**src/rtl/exp_sum_accumulator.sv**
```systemverilog
// Sequential pseudo-softmax stage: sums 2^x over a logit vector and
// produces a fixed-point log2 of the sum for the subtractor array.
module exp_sum_accumulator #(
   parameter int NUM_INPUTS = 10,
   parameter int MANT_WIDTH = 8,
   parameter int FRAC_BITS  = 4,
   parameter int EXP_WIDTH  = 9,
   parameter int ACC_WIDTH  = 24
) (
   input  logic                             clk,
   input  logic                             rst_n,
   input  logic                             start,
   input  logic [NUM_INPUTS*MANT_WIDTH-1:0] input_bus,
   output logic                             busy,
   output logic                             valid,
   output logic [EXP_WIDTH-1:0]             exp_sum
);

   localparam int IDX_W = (NUM_INPUTS > 1) ? $clog2(NUM_INPUTS) : 1;
   localparam int PW    = $clog2(ACC_WIDTH);
   localparam int INT_W = MANT_WIDTH - FRAC_BITS;

   typedef enum logic [1:0] {
      IDLE  = 2'd0,
      ACCUM = 2'd1,
      NORM  = 2'd2
   } state_t;

   state_t                           r_state;
   state_t                           w_next;
   logic [NUM_INPUTS*MANT_WIDTH-1:0] r_bus;
   logic [ACC_WIDTH-1:0]             r_acc;
   logic [IDX_W-1:0]                 r_idx;
   logic                             r_valid;
   logic [EXP_WIDTH-1:0]             r_exp_sum;

   logic [MANT_WIDTH-1:0]            w_x;
   logic [FRAC_BITS:0]               w_mant;
   logic [INT_W-1:0]                 w_k;
   logic [ACC_WIDTH-1:0]             w_term;
   logic [PW-1:0]                    w_p;
   logic [PW-1:0]                    w_ipart;
   logic [FRAC_BITS-1:0]             w_frac;
   logic                             w_last;

   // Linear-mantissa 2^x: (1.f) shifted by the integer part
   always_comb begin
      w_x    = MANT_WIDTH'(r_bus >> (r_idx * MANT_WIDTH));
      w_mant = {1'b1, w_x[FRAC_BITS-1:0]};
      w_k    = w_x[MANT_WIDTH-1:FRAC_BITS];
      w_term = ACC_WIDTH'(w_mant) << w_k;
      w_last = (r_idx == IDX_W'(NUM_INPUTS - 1));
   end

   // Leading-one position, then the FRAC_BITS just below it
   always_comb begin
      w_p = '0;
      for (int i = 0; i < ACC_WIDTH; i++) begin
         if (r_acc[i]) w_p = PW'(i);
      end
      w_ipart = w_p - PW'(FRAC_BITS);
      w_frac  = FRAC_BITS'(r_acc >> w_ipart);
   end

   always_ff @(posedge clk or negedge rst_n) begin
      if (!rst_n) r_state <= IDLE;
      else        r_state <= w_next;
   end

   always_comb begin
      w_next = r_state;
      unique case (r_state)
         IDLE:    if (start) w_next = ACCUM;
         ACCUM:   if (w_last) w_next = NORM;
         NORM:    w_next = IDLE;
         default: w_next = IDLE;
      endcase
   end

   always_ff @(posedge clk or negedge rst_n) begin
      if (!rst_n) begin
         r_bus     <= '0;
         r_acc     <= '0;
         r_idx     <= '0;
         r_valid   <= 1'b0;
         r_exp_sum <= '0;
      end else begin
         r_valid <= 1'b0;
         unique case (r_state)
            IDLE: begin
               if (start) begin
                  r_bus <= input_bus;
                  r_acc <= '0;
                  r_idx <= '0;
               end
            end
            ACCUM: begin
               r_acc <= r_acc + w_term;
               r_idx <= r_idx + IDX_W'(1);
            end
            NORM: begin
               r_exp_sum <= EXP_WIDTH'({w_ipart, w_frac});
               r_valid   <= 1'b1;
            end
            default: ;
         endcase
      end
   end

   assign busy    = (r_state != IDLE);
   assign valid   = r_valid;
   assign exp_sum = r_exp_sum;

endmodule

```
**config.mk**
```make
export PLATFORM = sky130hd
export DESIGN_NAME = exp_sum_accumulator
export DESIGN_NICKNAME = d
export VERILOG_FILES = /design/src/rtl/exp_sum_accumulator.sv
export SDC_FILE = /design/constraint.sdc
export NUM_CORES = 1
export LEC_CHECK = 0
export CELL_PAD_IN_SITES_DETAIL_PLACEMENT = 2
export CELL_PAD_IN_SITES_GLOBAL_PLACEMENT = 2
export CORE_UTILIZATION = 34
export CTS_CLUSTER_DIAMETER = 100
export DETAILED_ROUTE_END_ITERATION = 16
export GPL_TIMING_DRIVEN = 0
export PLACE_DENSITY = 0.91
export SYNTH_ARGS = -nofsm -noshare
export SYNTH_HDL_FRONTEND = slang
export SYNTH_SLANG_ARGS = --single-unit
```
**constraint.sdc**
```tcl
create_clock -name clk -period 5.8 [get_ports clk]
set_input_delay 1.16 -clock clk [delete_from_list [all_inputs] [get_ports clk]]
set_output_delay 1.16 -clock clk [all_outputs]
set_load 0.05 [all_outputs]
```
==> impl_metrics.yaml, run 1 <==
sta:
  post-route-period-util_pct: 94.8
  rsz0062_at_grt: "false"
  final-hold-violation-count: 0
  fmax_mhz: 182
  fin_skew_ps: 16.6
  worstMarginPinSlew_ps: 953
  period_needed_ps: 5500
  final-setup-viol-count: 0
  relSlewSlack_pct: 36.3
  hold_ws_ps: 498
  maxSlewViolCount: 0
clock_tree:
  h-tree-depth: 4
  post_cts_resized: 0
  cts_tree: "yes"
  cts-root-buf: "clkbuf_16"
  path_clk_slew_ps: 60
  insertion_delay_ps: 450
  numCtsBuffers: 17
  ctsHoldBuffers: 0
  clock_sinks: 120
  cts_buffer_depth: 2
  post_cts_buffers: 0
power_and_ir_drop:
  power.share.sequential_pct: 24.7
  p_int_w: 0.00326
  power.density_nw_per_um2: 691
  p_leak_nw: 4.33
  p_clk_share_pct: 17.1
  switching_share_pct: 50.5
  p_switching_w: 0.00332
  vdd_drop_max_uv: 350
  power_frac_comb_pct: 58.2
placement:
  dpl.hpwl_um: 22300
  dpl_cell_area_um2: 8930
  gp_congestion: 0.856
  port_buffers: 93
floorplan:
  die-height_um: 152
  die_x_um: 152
  initial_core_util_pct: 34.8
  rows: 54
  ioPinCount: 94
  core_um2: 21900
  die_area_um2: 23000
job:
  maxCapViolations: 0
critical_path:
  path_buf_inv: 2
  path_delay_family: "multiplexers"
  crit_path_end_kind: "flop"
  cp.required_ps: 6130
  cp-start-kind: "flop"
  path_cells: "buf_4 > buf_6 > mux4_2 > mux2i_1 > o22ai_1 > mux2_1 > mux2i_1 > mux2_2 > nor2_1 > ha_1 > o21ai_0 > o21ba_1 > o31ai_1 > nand2b_1 > nand2_1 > o21bai_1 > nor2_1 > o311ai_1"
  max_stage_delay_ps: 600
  crit_cells: 18
  arrival_ps: 5830
  slowest_stage: "mux4_2"
  cp_max_fo: 10
  rr_worst_depth: 18
  crit_type: "reg -> reg"
grt:
  grt_pass1_wl_um: 54100
  grt_pass1_vias: 8934
  grt.total_usage_pct: 32.0
  grt_start_max_net_pins: 82
  overflow: 0
  antenna_found_initial: 0
status:
  outcome: "complete, no violations"
synth:
  synthDistinctLibCells: 76
  synth_edf_count: 0
  synth.most_common_cell: "nand2_1"
  yosys-top-cells-count: "nand2_1 (291), dfrtp_1 (120), nor2_1 (58)"
  synthCells: 884
  synth_area_leaders: "dfrtp_1 (39%), nand2_1 (14%), mux4_2 (5.0%)"
  synth_top_cell_by_area: "dfrtp_1"
  syn_area_um2: 7620
  yosysTopAreaCellShare_pct: 39.4
  synth_seq_cells: 120
  ys.flop_type: "dfrtp_1"
  synth_async_sr_flop_share_pct: 100
  ys_seq_area_share_pct: 39.4
  avgSynthCellArea_um2: 8.63
  syn_nets: 991
  yosys_warnings: 0
final_layout:
  finalInstanceArea_um2: 9530
  drive_gt1_share_pct: 9.32
  final.fill_count: 2451
  syn_to_final_growth_pct: 24.9
  nets: 1104
  final-seq-area_um2: 3000
  multiInputGateArea_um2: 4340
  diodes: 0
drt:
  via_per_inst: 6.03
  vias: 7772
  drtAntennaViolNets: 0
  drt-total-wl_um: 35300
  avgRoutedWirePerCell_um: 27.4
  drt_pass1_iterations: 5
  route.detailed.drc: 0
  drtIter0Drc: 582
worst_hold_path:
  holdPathStages: 2
  min_path_type: "reg -> reg"
## final timing paths
| kind | from | to | slack (ps) |
|---|---|---|---|
| worst max register to register | r_idx[0]$_DFFE_PN0P_ | r_acc[22]$_DFFE_PN0P_ | 300 |
| max in group asynchronous | rst_n | r_acc[0]$_DFFE_PN0P_ | 4370 |
| min in group asynchronous | rst_n | r_bus[21]$_DFFE_PN0P_ | 630 |
| worst min register to register | r_bus[77]$_DFFE_PN0P_ | r_bus[77]$_DFFE_PN0P_ | 500 |
| worst min-delay path | r_bus[77]$_DFFE_PN0P_ | r_bus[77]$_DFFE_PN0P_ | 500 |
| worst max-delay path | r_idx[0]$_DFFE_PN0P_ | r_acc[22]$_DFFE_PN0P_ | 300 |
## per-layer routing
metal	share of wire (%)	track usage, %	vias to the layer above
met5	0	0	-
met4	5.5	18.2	0
met3	5.2	6.20	126
met2	50	55.3	355
met1	39	36.8	3993
li1	-	-	3298
## worst reg2reg max path: cells and delay by family, from the launching register on
family | cells | cell delay [ps]
buf+inv | 2 | 520
simple gates | 4 | 520
fa+ha+maj | 1 | 410
mux | 5 | 1850
compound gates | 6 | 1660
flops | 1 | 430
## power groups by stage
stage               Sequential, W  Combinational [W]  Clock [W]
floorplan                 0.00150            0.00242          0
global placement          0.00154            0.00327          0
detailed placement        0.00158            0.00350          0
CTS                       0.00161            0.00376    0.00113
global route              0.00164            0.00406    0.00115
finish                    0.00162            0.00383    0.00113
## cells by family (layout without fill, tap and decap cells)
| kind of cell | count (synthesis) | in the layout | synth area share [%] |
|---|---|---|---|
| and+or+nand+nor | 445 | 445 | 24.9 |
| AOI/OAI and AO/OA | 156 | 156 | 15.1 |
| DFF | 120 | 120 | 39.4 |
| muxes | 62 | 62 | 11.1 |
| buffers and inverters | 62 | 187 | 3.64 |
| adders and majority gates | 24 | 24 | 4.04 |
| xor gates and xnor gates | 15 | 15 | 1.82 |
## sequential cells by signal, summed over array words and instances (netlist names)
name     cells
r_bus       80
valid        1
r_acc       24
r_state      2
r_idx        4
exp_sum      9
## cell type report
class	count	area share [%]
buffer	46	2.29
tap	280	3.68
multi-input combinational	702	45.6
inverter	16	0.631
sequential	120	31.5
clock inverter	14	1.73
timing repair buffer	94	10.1
clock buffer	17	4.47
## metrics by stage
| stage | worst slack (ps) | TNS, ps | total power, W | utilization (%) | instances |
|---|---|---|---|---|---|
| 6_report | 302 | 0 | 0.00658 | 43.5 | 1289 |
| 5_1_grt | 130 | 0 | 0.00686 | 43.5 | 1289 |
| 4_1_cts | 379 | 0 | 0.00650 | 43.5 | 1289 |
| 3_5_place_dp | 815 | 0 | 0.00508 | 40.8 | 1258 |
| 3_3_place_gp | -1330 | -158450 | 0.00480 | 40.7 | 1257 |
| 2_1_floorplan | 1760 | 0 | 0.00392 | - | 884 |
## layout by cell type (no fill, tap or decap), drive strengths merged, types with 8 or more instances in the layout
| cell | Yosys | final |
|---|---|---|
| o22ai | 12 | 12 |
| xor2 | 9 | 9 |
| dfrtp | 120 | 120 |
| and2 | 8 | 8 |
| mux4 | 17 | 17 |
| nand3 | 29 | 29 |
| clkbuf | 28 | 45 |
| o21ai | 39 | 39 |
| a211oi | 17 | 17 |
| nand2 | 292 | 292 |
| nor2 | 59 | 59 |
| o31ai | 9 | 9 |
| mux2i | 36 | 36 |
| mux2 | 9 | 9 |
| clkdlybuf4s50 | 0 | 92 |
| nor2b | 9 | 9 |
| inv | 16 | 23 |
| nand2b | 12 | 12 |
| a21oi | 19 | 19 |
| ha | 23 | 23 |
| buf | 18 | 20 |
No activity file was read; power rests on OpenSTA's default activity.
==> run 2, diff against run 1 <==
--- a/config.mk
+++ b/config.mk
@@ -11,7 +11,7 @@
 export CTS_CLUSTER_DIAMETER = 100
 export DETAILED_ROUTE_END_ITERATION = 16
 export GPL_TIMING_DRIVEN = 0
-export PLACE_DENSITY = 0.91
+export PLACE_DENSITY_LB_ADDON = 0.12
 export SYNTH_ARGS = -nofsm -noshare
 export SYNTH_HDL_FRONTEND = slang
 export SYNTH_SLANG_ARGS = --single-unit
==> impl_metrics.yaml, run 2 (same netlist as run 1, synthesis figures left out) <==
final_layout:
  nets: 1104
  final-seq-area_um2: 3000
  multiInputGateArea_um2: 4340
  drive_gt1_share_pct: 9.41
  top_register: "r_bus"
  final.fill_count: 2469
  syn_to_final_growth_pct: 25.1
  most-common-layout-cells: "nand2_1 (291), dfrtp_1 (120), clkdlybuf4s50_1 (92), nor2_1 (58), o21ai_0 (39)"
  finalInstanceArea_um2: 9540
  largest_reg_flops: 80
  mostFrequentLayoutCell: "nand2_1"
  diodes: 0
floorplan:
  rows: 54
  core_um2: 21900
  die-height_um: 152
  initial_core_util_pct: 34.8
  die_x_um: 152
  ioPinCount: 94
  die_area_um2: 23000
grt:
  grt_start_max_net_pins: 94
  grt_pass1_wl_um: 42800
  grt_pass1_vias: 7732
  antenna_found_initial: 0
  overflow: 0
  grt.total_usage_pct: 25.0
critical_path:
  timing.reg2reg.setup_slack_ps: 810
  arrival_ps: 5300
  max_stage_delay_ps: 540
  r2r-start: "r_idx[1]$_DFFE_PN0P_"
  cp.required_ps: 6110
  cp_max_fo: 10
  rr_worst_depth: 17
  cp-start-kind: "flop"
  path_cells: "buf_2 > buf_2 > mux4_2 > mux2i_1 > o22ai_1 > nand2b_1 > nor2_1 > ha_1 > fa_1 > a211oi_1 > o21ba_1 > o31ai_1 > nand2b_1 > nand2_1 > o21bai_1 > or4_1 > o311ai_1"
  r2r_end: "r_acc[22]$_DFFE_PN0P_"
  crit_type: "reg -> reg"
  slowest_stage: "o22ai_1"
  crit_path_end_kind: "flop"
power_and_ir_drop:
  power.share.sequential_pct: 25.5
  p_clk_share_pct: 17.9
  vdd_drop_max_uv: 231
  p_switching_w: 0.00286
  power_frac_comb_pct: 56.6
  power.density_nw_per_um2: 642
  p_total_w: 0.00612
  p_int_w: 0.00326
  p_leak_nw: 4.33
  switching_share_pct: 46.8
drt:
  avgRoutedWirePerCell_um: 20.9
  route.detailed.drc: 0
  drt-total-wl_um: 26900
  vias: 7034
  drtAntennaViolNets: 0
  drtIter0Drc: 243
  via_per_inst: 5.45
  drt_pass1_iterations: 4
sta:
  fin_ws_ps: 808
  worstMarginPinSlew_ps: 966
  maxSlewViolCount: 0
  setup_tns_ps: 0
  period_needed_ps: 4990
  relSlewSlack_pct: 35.4
  final-hold-violation-count: 0
  fin_skew_ps: 10.6
  final-setup-viol-count: 0
  rsz0062_at_grt: "false"
  post-route-period-util_pct: 86.1
  fmax_mhz: 200
  hold_ws_ps: 470
placement:
  port_buffers: 93
  gp_congestion: 0.892
  place_ws_ps: 860
  dpl.hpwl_um: 20400
  dpl_cell_area_um2: 8930
clock_tree:
  numCtsBuffers: 17
  post_cts_buffers: 0
  insertion_delay_ps: 430
  ctsHoldBuffers: 0
  clock_sinks: 120
  post_cts_resized: 0
  h-tree-depth: 4
  path_clk_slew_ps: 60
  cts-root-buf: "clkbuf_16"
  cts_tree: "yes"
  cts_buffer_depth: 2
status:
  outcome: "complete, no violations"
job:
  maxCapViolations: 0
worst_hold_path:
  min_from: "r_bus[58]$_DFFE_PN0P_"
  min_path_type: "reg -> reg"
  holdPathStages: 2
  hold_end: "r_bus[58]$_DFFE_PN0P_"
run 2: cell types whose count changed in the layout (fill, tap and decap cells not counted):
cell / change
inv_8: -1
clkinvlp_4: +1
clkbuf_8: +1
inv_6: +1
clkinv_4: -1
run 2: layout make-up:
cell class                 count  area share (%)
multi-input combinational    702            45.6
sequential                   120            31.5
timing repair buffer          94            10.1
clock buffer                  18            4.61
tap                          280            3.67
buffer                        46            2.28
clock inverter                14            1.69
inverter                      16           0.630
run 2: power groups by stage:
| stage | combinational [W] | sequential (W) | clock (W) |
|---|---|---|---|
| after floorplan | 0.00242 | 0.00150 | 0 |
| after global placement | 0.00331 | 0.00155 | 0 |
| after detailed placement | 0.00343 | 0.00157 | 0 |
| after CTS | 0.00349 | 0.00156 | 0.00112 |
| after global routing | 0.00384 | 0.00161 | 0.00115 |
| final | 0.00347 | 0.00156 | 0.00110 |
run 2: worst max-delay path: cells and delay by family (launching register included):
| family | cells | cell delay (ps) |
|---|---|---|
| AO/OA/AOI/OAI | 6 | 1480 |
| AND/OR/NAND/NOR | 5 | 1200 |
| buffers and inverters | 2 | 690 |
| adder cells (fa/ha/maj) | 2 | 680 |
| multiplexers | 2 | 430 |
| flip-flops | 1 | 390 |
run 2: worst max path at each step:
stage | start | end | slack [ps] | cells after the start
final | r_idx[1]$_DFFE_PN0P_ | r_acc[22]$_DFFE_PN0P_ | 810 | 17
after CTS | r_idx[1]$_DFFE_PN0P_ | r_acc[22]$_DFFE_PN0P_ | 760 | 17
after detailed placement | r_idx[1]$_DFFE_PN0P_ | r_acc[22]$_DFFE_PN0P_ | 860 | 17
after global placement | rst_n | r_bus[66]$_DFFE_PN0P_ | -1660 | 1
after global routing | r_idx[0]$_DFFE_PN0P_ | r_acc[22]$_DFFE_PN0P_ | 490 | 18
after floorplan | r_idx[0]$_DFFE_PN0P_ | r_acc[22]$_DFFE_PN0P_ | 1760 | 18
run 2: through the flow:
step,std cells,util (%)
2_1_floorplan,884,-
3_3_place_gp,1257,40.7
3_5_place_dp,1258,40.8
4_1_cts,1290,43.6
5_1_grt,1290,43.6
6_report,1290,43.6
run 2: per-layer routing:
layer | routed length (um) | GRT usage (%) | part of all wire (%)
met1 | 12000 | 31.9 | 45
met2 | 13600 | 43.1 | 51
met3 | 597 | 2.78 | 2.2
met4 | 655 | 9.75 | 2.4
met5 | 0 | 0 | 0
==> run 3, diff against run 2 <==
--- a/config.mk
+++ b/config.mk
@@ -7,7 +7,7 @@
 export LEC_CHECK = 0
 export CELL_PAD_IN_SITES_DETAIL_PLACEMENT = 2
 export CELL_PAD_IN_SITES_GLOBAL_PLACEMENT = 2
-export CORE_UTILIZATION = 34
+export CORE_UTILIZATION = 35
 export CTS_CLUSTER_DIAMETER = 100
 export DETAILED_ROUTE_END_ITERATION = 16
 export GPL_TIMING_DRIVEN = 0
==> constraint.sdc (replaced) <==
create_clock -name clk -period 6.1 [get_ports clk]
set_input_delay 1.22 -clock clk [delete_from_list [all_inputs] [get_ports clk]]
set_output_delay 1.22 -clock clk [all_outputs]
set_load 0.05 [all_outputs]
==> impl_metrics.yaml, run 3 (same netlist as run 1, synthesis figures left out) <==
status:
  outcome: "complete, no violations"
placement:
  dpl_cell_area_um2: 8930
  dpl.hpwl_um: 20500
  gp_congestion: 0.867
  port_buffers: 93
drt:
  drt_pass1_iterations: 4
  route.detailed.drc: 0
  drtAntennaViolNets: 0
  dr_wl_met2_um: 14200
  drtIter0Drc: 308
  avgRoutedWirePerCell_um: 21.7
  via_per_inst: 5.52
  wl_met3_um: 665
  top_layer_used: "met4"
  vias: 7084
  wl_met1_um: 12300
  drt-total-wl_um: 27800
final_layout:
  top_register: "r_bus"
  mostFrequentLayoutCell: "nand2_1"
  syn_to_final_growth_pct: 24.7
  final.fill_count: 2377
  finalInstanceArea_um2: 9510
  drive_gt1_share_pct: 9.32
  nets: 1104
  most-common-layout-cells: "nand2_1 (291), dfrtp_1 (120), clkdlybuf4s50_1 (92), nor2_1 (58), o21ai_0 (39)"
  largest_reg_flops: 80
  diodes: 0
power_and_ir_drop:
  power.share.sequential_pct: 25.6
  p_switching_w: 0.00274
  p_int_w: 0.00307
  power.density_nw_per_um2: 612
  p_leak_nw: 4.32
  vdd_drop_max_uv: 223
  switching_share_pct: 47.2
  p_clk_share_pct: 17.5
  power_frac_comb_pct: 56.9
grt:
  grt_start_max_net_pins: 64
  overflow: 0
  grt_pass1_wl_um: 44700
  grt_pass1_vias: 7953
  grt.total_usage_pct: 26.5
  antenna_found_initial: 0
sta:
  post-route-period-util_pct: 83.5
  final-setup-viol-count: 0
  setup_tns_ps: 0
  rsz0062_at_grt: "false"
  final-hold-violation-count: 0
  maxSlewViolCount: 0
  period_needed_ps: 5100
  relSlewSlack_pct: 41.8
  hold_ws_ps: 477
  fin_skew_ps: 10.3
  worstMarginPinSlew_ps: 871
  fmax_mhz: 196
clock_tree:
  cts_buffer_depth: 2
  numCtsBuffers: 17
  post_cts_buffers: 0
  insertion_delay_ps: 430
  ctsHoldBuffers: 0
  cts_tree: "yes"
  h-tree-depth: 4
  path_clk_slew_ps: 60
  cts-root-buf: "clkbuf_16"
  clock_sinks: 120
  post_cts_resized: 0
critical_path:
  rr_worst_depth: 18
  slowest_stage: "or4_1"
  crit_path_end_kind: "flop"
  cpMostUsedCell: "mux2i_1"
  timing.reg2reg.setup_slack_ps: 1000
  r2r-start: "r_idx[0]$_DFFE_PN0P_"
  path_buf_inv: 3
  cp_max_fo: 10
  path_delay_family: "multiplexers"
  path_cells: "buf_4 > buf_6 > buf_2 > mux2i_1 > o22ai_1 > mux2_1 > mux2i_1 > mux2_2 > nor2_1 > ha_1 > or3_1 > o21ba_1 > o31ai_1 > nand2b_1 > nand2_1 > o21bai_1 > or4_1 > o311ai_1"
  r2r_end: "r_acc[22]$_DFFE_PN0P_"
  max_stage_delay_ps: 500
  crit_type: "reg -> reg"
  cp.required_ps: 6400
  arrival_ps: 5390
  cp-start-kind: "flop"
floorplan:
  rows: 53
  die_area_um2: 22400
  die-height_um: 150
  ioPinCount: 94
  core_um2: 21200
  die_x_um: 150
  initial_core_util_pct: 35.9
worst_hold_path:
  min_path_type: "reg -> reg"
  holdPathStages: 2
  min_from: "r_bus[49]$_DFFE_PN0P_"
  hold_end: "r_bus[49]$_DFFE_PN0P_"
job:
  maxCapViolations: 0
## run 3: how the worst max path moves through the flow
| stage | from | to | slack, ps | cells after the start |
|---|---|---|---|---|
| floorplan | r_idx[0]$_DFFE_PN0P_ | r_acc[22]$_DFFE_PN0P_ | 2060 | 18 |
| global placement | rst_n | r_bus[47]$_DFFE_PN0P_ | -1360 | 1 |
| detailed placement | r_idx[1]$_DFFE_PN0P_ | r_acc[22]$_DFFE_PN0P_ | 1110 | 17 |
| CTS | r_idx[0]$_DFFE_PN0P_ | r_acc[22]$_DFFE_PN0P_ | 1040 | 18 |
| global route | r_idx[1]$_DFFE_PN0P_ | r_acc[22]$_DFFE_PN0P_ | 790 | 17 |
| finish | r_idx[0]$_DFFE_PN0P_ | r_acc[22]$_DFFE_PN0P_ | 1000 | 18 |
## run 3: metrics by stage
stage                     utilization, %  setup slack [ps]  total power [W]  cells
final                               44.8              1000          0.00582   1284
after global routing                44.8               787          0.00625   1284
after CTS                           44.8              1040          0.00585   1284
after detailed placement            42.1              1110          0.00477   1253
after global placement              41.9             -1360          0.00464   1252
after floorplan                        -              2060          0.00373    884
## run 3: power by group through the flow
stage	sequential [W]	clock (W)	combinational [W]
2_1_floorplan	0.00143	0	0.00230
3_3_place_gp	0.00147	0	0.00317
3_5_place_dp	0.00149	0	0.00327
4_1_cts	0.00149	0.00103	0.00333
5_1_grt	0.00153	0.00106	0.00365
6_report	0.00149	0.00102	0.00331
## run 3: final cells by class
type / instances / area [um2] / share of cell area, %
inverter: 16 / 60.1 / 0.632
sequential: 120 / 3000 / 31.6
buffer: 46 / 218 / 2.29
clock buffer: 17 / 425 / 4.47
clock inverter: 14 / 154 / 1.62
tap: 275 / 344 / 3.62
multi-input combinational: 702 / 4340 / 45.7
timing repair buffer: 94 / 960 / 10.1
## run 3: per-layer routing
metal / vias to the layer above / GRT usage [%]
met5: - / 0
met4: 0 / 9.54
li1: 3291 / -
met2: 135 / 46.6
met1: 3617 / 32.9
met3: 41 / 3.48
## run 3: worst register-to-register path, stage by stage, from the launching register on
cell	delay [ps]
dfrtp_1	410
buf_4	270
buf_6	250
buf_2	320
mux2i_1	480
o22ai_1	150
mux2_1	350
mux2i_1	270
mux2_2	260
nor2_1	60
ha_1	230
or3_1	400
o21ba_1	270
o31ai_1	100
nand2b_1	180
nand2_1	160
o21bai_1	190
or4_1	500
o311ai_1	110
